### src/rtl/clk_phase_pkg.sv
// Shared types and constants for the quadrature phase selector.
package clk_phase_pkg;

  typedef enum logic [2:0] {
    ST_OFF,
    ST_ARM,
    ST_RUN,
    ST_DRAIN,
    ST_GAP
  } state_e;

  localparam logic [1:0] PH_0   = 2'd0;
  localparam logic [1:0] PH_90  = 2'd1;
  localparam logic [1:0] PH_180 = 2'd2;
  localparam logic [1:0] PH_270 = 2'd3;

  localparam int GAP_W = 4;

endpackage

### src/rtl/clk_phase_src.sv
// Free-running 2-bit phase counter and decode of the four quadrature phases.
module clk_phase_src (
  input  logic       clk,
  input  logic       rst,
  output logic [1:0] phase_cnt,
  output logic [3:0] raw
);

  logic [1:0] cnt_q;
  logic [1:0] cnt_d;

  assign cnt_d     = cnt_q + 2'd1;
  assign phase_cnt = cnt_q;

  always_ff @(posedge clk or posedge rst) begin
    if (rst) cnt_q <= 2'd0;
    else     cnt_q <= cnt_d;
  end

  // Phase s is high for the two counts starting at s, so it leads phase s+1 by one cycle.
  always_comb begin
    logic [1:0] diff;
    raw  = '0;
    diff = '0;
    for (int s = 0; s < 4; s++) begin
      diff   = cnt_q - s[1:0];
      raw[s] = ~diff[1];
    end
  end

endmodule

### src/rtl/clk_phase_sel_ctrl.sv
// Glitch-free selector that drives one of four quadrature phases onto phase_out and
// switches between them via a valid/ready request (drain, forced-low gap, arm).
module clk_phase_sel_ctrl
  import clk_phase_pkg::*;
#(
  parameter int GAP_CYCLES = 2,
  parameter int RESET_SEL  = 0
) (
  input  logic       clk,
  input  logic       rst,
  input  logic       en,
  input  logic       req_valid,
  input  logic [1:0] req_sel,
  output logic       req_ready,
  output logic       phase_out,
  output logic [1:0] cur_sel,
  output logic [1:0] phase_cnt,
  output logic       busy,
  output logic       switch_done
);

  localparam logic [1:0]       RST_SEL = RESET_SEL[1:0];
  localparam logic [GAP_W-1:0] GAP_LD  = GAP_CYCLES[GAP_W-1:0];

  logic [3:0] raw;

  clk_phase_src u_src (
    .clk       (clk),
    .rst       (rst),
    .phase_cnt (phase_cnt),
    .raw       (raw)
  );

  state_e           state_q, state_d;
  logic [1:0]       cur_sel_q, cur_sel_d;
  logic [1:0]       tgt_sel_q, tgt_sel_d;
  logic             pend_q, pend_d;
  logic             off_pend_q, off_pend_d;
  logic [GAP_W-1:0] gap_q, gap_d;
  logic             phase_out_q, phase_out_d;
  logic             switch_done_q, switch_done_d;

  logic raw_cur;
  logic gate;
  logic accept;

  // Handshake: a request transfers on a cycle where req_valid and req_ready are both high;
  // req_sel is captured only on that cycle. req_ready depends on registers and en only.
  assign req_ready = ((state_q == ST_RUN && en) || state_q == ST_OFF)
                     && !pend_q && !switch_done_q && !rst;
  assign accept    = req_valid && req_ready;

  assign raw_cur = raw[cur_sel_q];
  // While draining, the in-flight high pulse is allowed to finish at full width.
  assign gate    = (state_q == ST_RUN) || (state_q == ST_DRAIN && raw_cur);

  always_comb begin
    state_d       = state_q;
    cur_sel_d     = cur_sel_q;
    tgt_sel_d     = tgt_sel_q;
    pend_d        = pend_q;
    off_pend_d    = off_pend_q;
    gap_d         = gap_q;
    switch_done_d = 1'b0;
    phase_out_d   = gate && raw_cur;

    unique case (state_q)
      ST_OFF: begin
        if (accept) begin
          cur_sel_d     = req_sel;
          tgt_sel_d     = req_sel;
          switch_done_d = 1'b1;
        end else if (en) begin
          state_d = ST_ARM;
        end
      end
      ST_ARM: begin
        if (!en) begin
          state_d = ST_OFF;
        end else if (!raw_cur) begin
          state_d = ST_RUN;
          if (pend_q) begin
            switch_done_d = 1'b1;
            pend_d        = 1'b0;
          end
        end
      end
      ST_RUN: begin
        if (!en) begin
          state_d    = ST_DRAIN;
          off_pend_d = 1'b1;
        end else if (accept) begin
          if (req_sel == cur_sel_q) begin
            switch_done_d = 1'b1;
          end else begin
            tgt_sel_d = req_sel;
            pend_d    = 1'b1;
            state_d   = ST_DRAIN;
          end
        end
      end
      ST_DRAIN: begin
        if (!raw_cur) begin
          gap_d   = GAP_LD;
          state_d = ST_GAP;
        end
      end
      ST_GAP: begin
        if (gap_q <= 4'd1) begin
          gap_d      = '0;
          if (pend_q) cur_sel_d = tgt_sel_q;
          state_d    = off_pend_q ? ST_OFF : ST_ARM;
          off_pend_d = 1'b0;
        end else begin
          gap_d = gap_q - 4'd1;
        end
      end
      default: state_d = ST_OFF;
    endcase
  end

  always_ff @(posedge clk or posedge rst) begin
    if (rst) begin
      state_q       <= ST_OFF;
      cur_sel_q     <= RST_SEL;
      tgt_sel_q     <= RST_SEL;
      pend_q        <= 1'b0;
      off_pend_q    <= 1'b0;
      gap_q         <= '0;
      phase_out_q   <= 1'b0;
      switch_done_q <= 1'b0;
    end else begin
      state_q       <= state_d;
      cur_sel_q     <= cur_sel_d;
      tgt_sel_q     <= tgt_sel_d;
      pend_q        <= pend_d;
      off_pend_q    <= off_pend_d;
      gap_q         <= gap_d;
      phase_out_q   <= phase_out_d;
      switch_done_q <= switch_done_d;
    end
  end

  assign phase_out   = phase_out_q;
  assign cur_sel     = cur_sel_q;
  assign switch_done = switch_done_q;
  assign busy        = (state_q == ST_DRAIN) || (state_q == ST_GAP) || (state_q == ST_ARM);

endmodule
### config.mk
export PLATFORM = sky130hd
export DESIGN_NAME = clk_phase_sel_ctrl
export DESIGN_NICKNAME = d
export VERILOG_FILES = /design/src/rtl/clk_phase_pkg.sv /design/src/rtl/clk_phase_src.sv /design/src/rtl/clk_phase_sel_ctrl.sv
export SDC_FILE = /design/constraint.sdc
export NUM_CORES = 1
export LEC_CHECK = 0
export CAP_MARGIN = 15
export CORE_MARGIN = 2
export CORE_UTILIZATION = 56
export CTS_BUF_LIST = sky130_fd_sc_hd__clkbuf_2
export CTS_CLUSTER_DIAMETER = 60
export CTS_CLUSTER_SIZE = 24
export DETAILED_ROUTE_END_ITERATION = 8
export GPL_TIMING_DRIVEN = 0
export HOLD_SLACK_MARGIN = 0.03
export PLACE_DENSITY = 0.78
export SETUP_SLACK_MARGIN = 0.02
export SKIP_CTS_REPAIR_TIMING = 1
export SLEW_MARGIN = 0
export SYNTH_ARGS = -nofsm -noshare
export SYNTH_HDL_FRONTEND = slang
export SYNTH_SLANG_ARGS = --single-unit
### constraint.sdc
create_clock -name clk -period 1.9 [get_ports clk]
set_clock_uncertainty 0.1 [all_clocks]
set_input_delay 0.19 -clock clk [delete_from_list [all_inputs] [get_ports clk]]
set_output_delay 0.19 -clock clk [all_outputs]
set_load 0.01 [all_outputs]
==> results.tsv <==
stage	metric	value	unit
placement	dp_slack	-0.0555	ns
placement	port-buffer-count	12	
power_and_ir_drop	p_sw_frac	0.426	
power_and_ir_drop	p_seq_frac	0.356	
sta	hold_slack	0.166	ns
detailed_routing	drtAntennaViolNets	0	
placement	place_congestion	0.846	
detailed_routing	top_layer_used	met4	
synthesis	synth_top_family_by_area	simple AND/OR/NAND/NOR gates	
synthesis	synth_nets	117	
sta	setup_viol	0	
sta	clock.fmax	539	MHz
clock_network	htree_levels	1	
floorplan	dieArea	0.00226	mm^2
synthesis	avgSynthCellArea	9.72	um^2
floorplan	fp-row-count	15	
sta	relSlewSlack	0.554	
synthesis	synthDistinctLibCells	44	
floorplan	boundaryPins	14	
power_and_ir_drop	internal_power	977	uW
global_routing	track_usage	0.224	
power_and_ir_drop	power_density	1350	mW/mm^2
synthesis	muxShareOfSynthArea	0.0708	
synthesis	synth-edff-count	0	
detailed_routing	vias	912	
detailed_routing	wl_per_cell	14.3	um
cells_and_area	drive_above_1_share	0.183	
worst_setup_path	path_class	register to register	
power_and_ir_drop	power.leakage	0.587	nW
synthesis	syn-instance-count	109	
clock_network	clk_latency	0.31	ns
sta	timing.final.crit_share	0.976	
floorplan	die_x	47.5	um
run	cap_violations	0	
synthesis	synthFlopType	dfrtp_1	
synthesis	synth-adder-area-share	0.0236	
run_status	outcome	complete, no violations	
synthesis	synth.yosys.seq_area_share	0.401	
floorplan	fp.dieH	47.5	um
floorplan	start_util	0.607	
cells_and_area	antenna_cells	0	
synthesis	synth_xor_area_frac	0.0567	
synthesis	syn_area	0.00106	mm^2
global_routing	grt_max_degree	18	
power_and_ir_drop	power.share.clock	0.099	
global_routing	antenna_found_initial	0	
clock_network	numCtsBuffers	3	
clock_network	root_buffer	clkbuf_2	
global_routing	gr-total-overflow	0	
sta	worst_pin_slew	0.668	ns
cells_and_area	final_net_count	135	
global_routing	grt_pass1_wl	3530	um
detailed_routing	firstDrtPassIters	5	
worst_setup_path	crit_fanout	7	
synthesis	synth-simple-area-share	0.200	
worst_setup_path	worstRegToRegCells	4	
placement	dp_hpwl	1540	um
clock_network	cts_tree	built	
floorplan	core-area	0.00175	mm^2
sta	min_period	1.85	ns
sta	rsz0062_at_grt	yes	
clock_network	cts.sinks	17	
worst_setup_path	startpoint_type	register	
sta	drv_slew	0	
clock_network	clkTransAtPathRegs	0.17	ns
power_and_ir_drop	ir_drop	0.000776	V
detailed_routing	met3_length	156	um
worst_setup_path	required	2.02	ns
detailed_routing	wl_met2	1010	um
worst_hold_path	hp-class	primary input to register	
synthesis	synth-seq-cells	17	
synthesis	yosys_warnings	0	
detailed_routing	drc	0	
synthesis	async_reset_ff_frac	1.00	
detailed_routing	drt_wl_total	2160	um
worst_setup_path	crit_arrival	1.97	ns
worst_setup_path	worstSetupEndpointType	register	
global_routing	grt_pass1_vias	876	
sta	final-hold-violation-count	0	
synthesis	synth_compound_area_frac	0.198	
cells_and_area	syn2layout_area_growth	18.5	%
sta	setup_slack	0.0454	ns
power_and_ir_drop	comb_power_share	0.545	
worst_hold_path	hold_depth	2	
detailed_routing	drt_first_iter_violations	35	
detailed_routing	via_per_inst	6.04	
clock_network	clockBufferDepth	2	
power_and_ir_drop	power_switching	725	uW
detailed_routing	wl_met1	946	um
flip-flops by register name, indices dropped and copies added (netlist names):
signal / count
phase_out: 1
gap_q: 4
u_src.phase_cnt: 2
cur_sel: 2
off_pend_q: 1
pend_q: 1
switch_done: 1
state_q: 3
tgt_sel_q: 2
cells in the mapped netlist (2+ instances only):
master    instances  area, um^2
xnor2_1           3        26.3
mux2_4            2        30.0
nand2b_1          3        18.8
nor2b_1           2        12.5
mux2_2            2        22.5
o31ai_1           4        30.0
a211oi_1          2        15.0
nor2_1           12        45.0
ha_1              2        25.0
o21ai_1           2        10.0
o32ai_1           2        17.5
a21oi_1           3        15.0
mux2_1            2        22.5
xor2_1            2        17.5
clkbuf_1          3        11.3
nand3_1           4        20.0
a31oi_1           4        25.0
nor4_1            2        12.5
dfrtp_1          17         425
nand2_1           6        22.5
inv_1             6        22.5
a21o_1            2        15.0
logic make-up (layout without fill, tap and decap cells):
family                     after synthesis  count (layout)
AOI/OAI and AO/OA                       29              29
xor gates and xnor gates                 6               6
adders and majority gates                2               2
buffers and inverters                   11              28
DFF                                     17              17
muxes                                    6               6
and+or+nand+nor                         38              38
power by group through the flow:
stage | Combinational, mW | Clock (mW) | Sequential, mW
2_1_floorplan | 0.642 | 0 | 0.602
3_3_place_gp | 0.891 | 0 | 0.607
6_report | 0.927 | 0.169 | 0.605
3_5_place_dp | 0.898 | 0 | 0.617
4_1_cts | 0.901 | 0.170 | 0.607
5_1_grt | 1.03 | 0.182 | 0.620
worst max-delay path: stages (launching register included):
cell and delay, ns:
dfrtp_2 0.40, buf_4 0.13, nor3b_2 0.47, mux2_2 0.39
mux2_1 0.28
per-stage QoR:
stage               cells  TNS (ns)  cell area [um^2]  total power [mW]  utilization
floorplan             109         0              1060              1.24            -
global placement      146   -0.0938              1210              1.50        0.694
detailed placement    146    -0.179              1210              1.51        0.694
CTS                   150    -0.428              1230              1.68        0.705
global route          151   -0.0232              1260              1.83        0.720
finish                151         0              1260              1.70        0.720
cell usage in the layout (no fill, tap or decap), drive strengths merged, types with 2 or more instances in the layout:
master,count
o21ai,4
nor3b,2
clkdlybuf4s50,10
buf,4
a21o,2
o32ai,2
clkbuf,5
xnor2,4
ha,2
mux2,6
dlymetal6s2s,2
nor4,2
nand3,4
inv,6
nor2b,2
a211oi,2
a31oi,4
xor2,2
nand2b,3
nor2,13
o31ai,4
nand2,6
a21oi,3
dfrtp,17
area by class of cell:
cell class | count | area, um^2
plain buffers | 5 | 31.3
clock buffers | 3 | 15.0
clock inverters | 1 | 5.00
fillers | 132 | 489
inverters | 6 | 22.5
multi-input cells | 81 | 591
flip-flops and latches | 17 | 428
well taps | 25 | 31.3
repair buffers | 13 | 133
metal layers:
| layer | up-vias | global-route usage |
|---|---|---|
| li1 | 441 | - |
| met1 | 426 | 0.285 |
| met2 | 37 | 0.354 |
| met3 | 8 | 0.0340 |
| met4 | 0 | 0.139 |
| met5 | - | 0 |
final timing paths:
check | start | to | slack, ns
setup / recovery | state_q[2] | cur_sel[0] | 0.05
hold / removal | en | pend_q | 0.17
setup reg to reg | state_q[2] | cur_sel[0] | 0.05
hold reg to reg | u_src.phase_cnt[0] | u_src.phase_cnt[0] | 0.39
max in group asynchronous | rst | state_q[2] | 0.98
min in group asynchronous | rst | off_pend_q | 0.26
(Power assumes the default switching activity.)
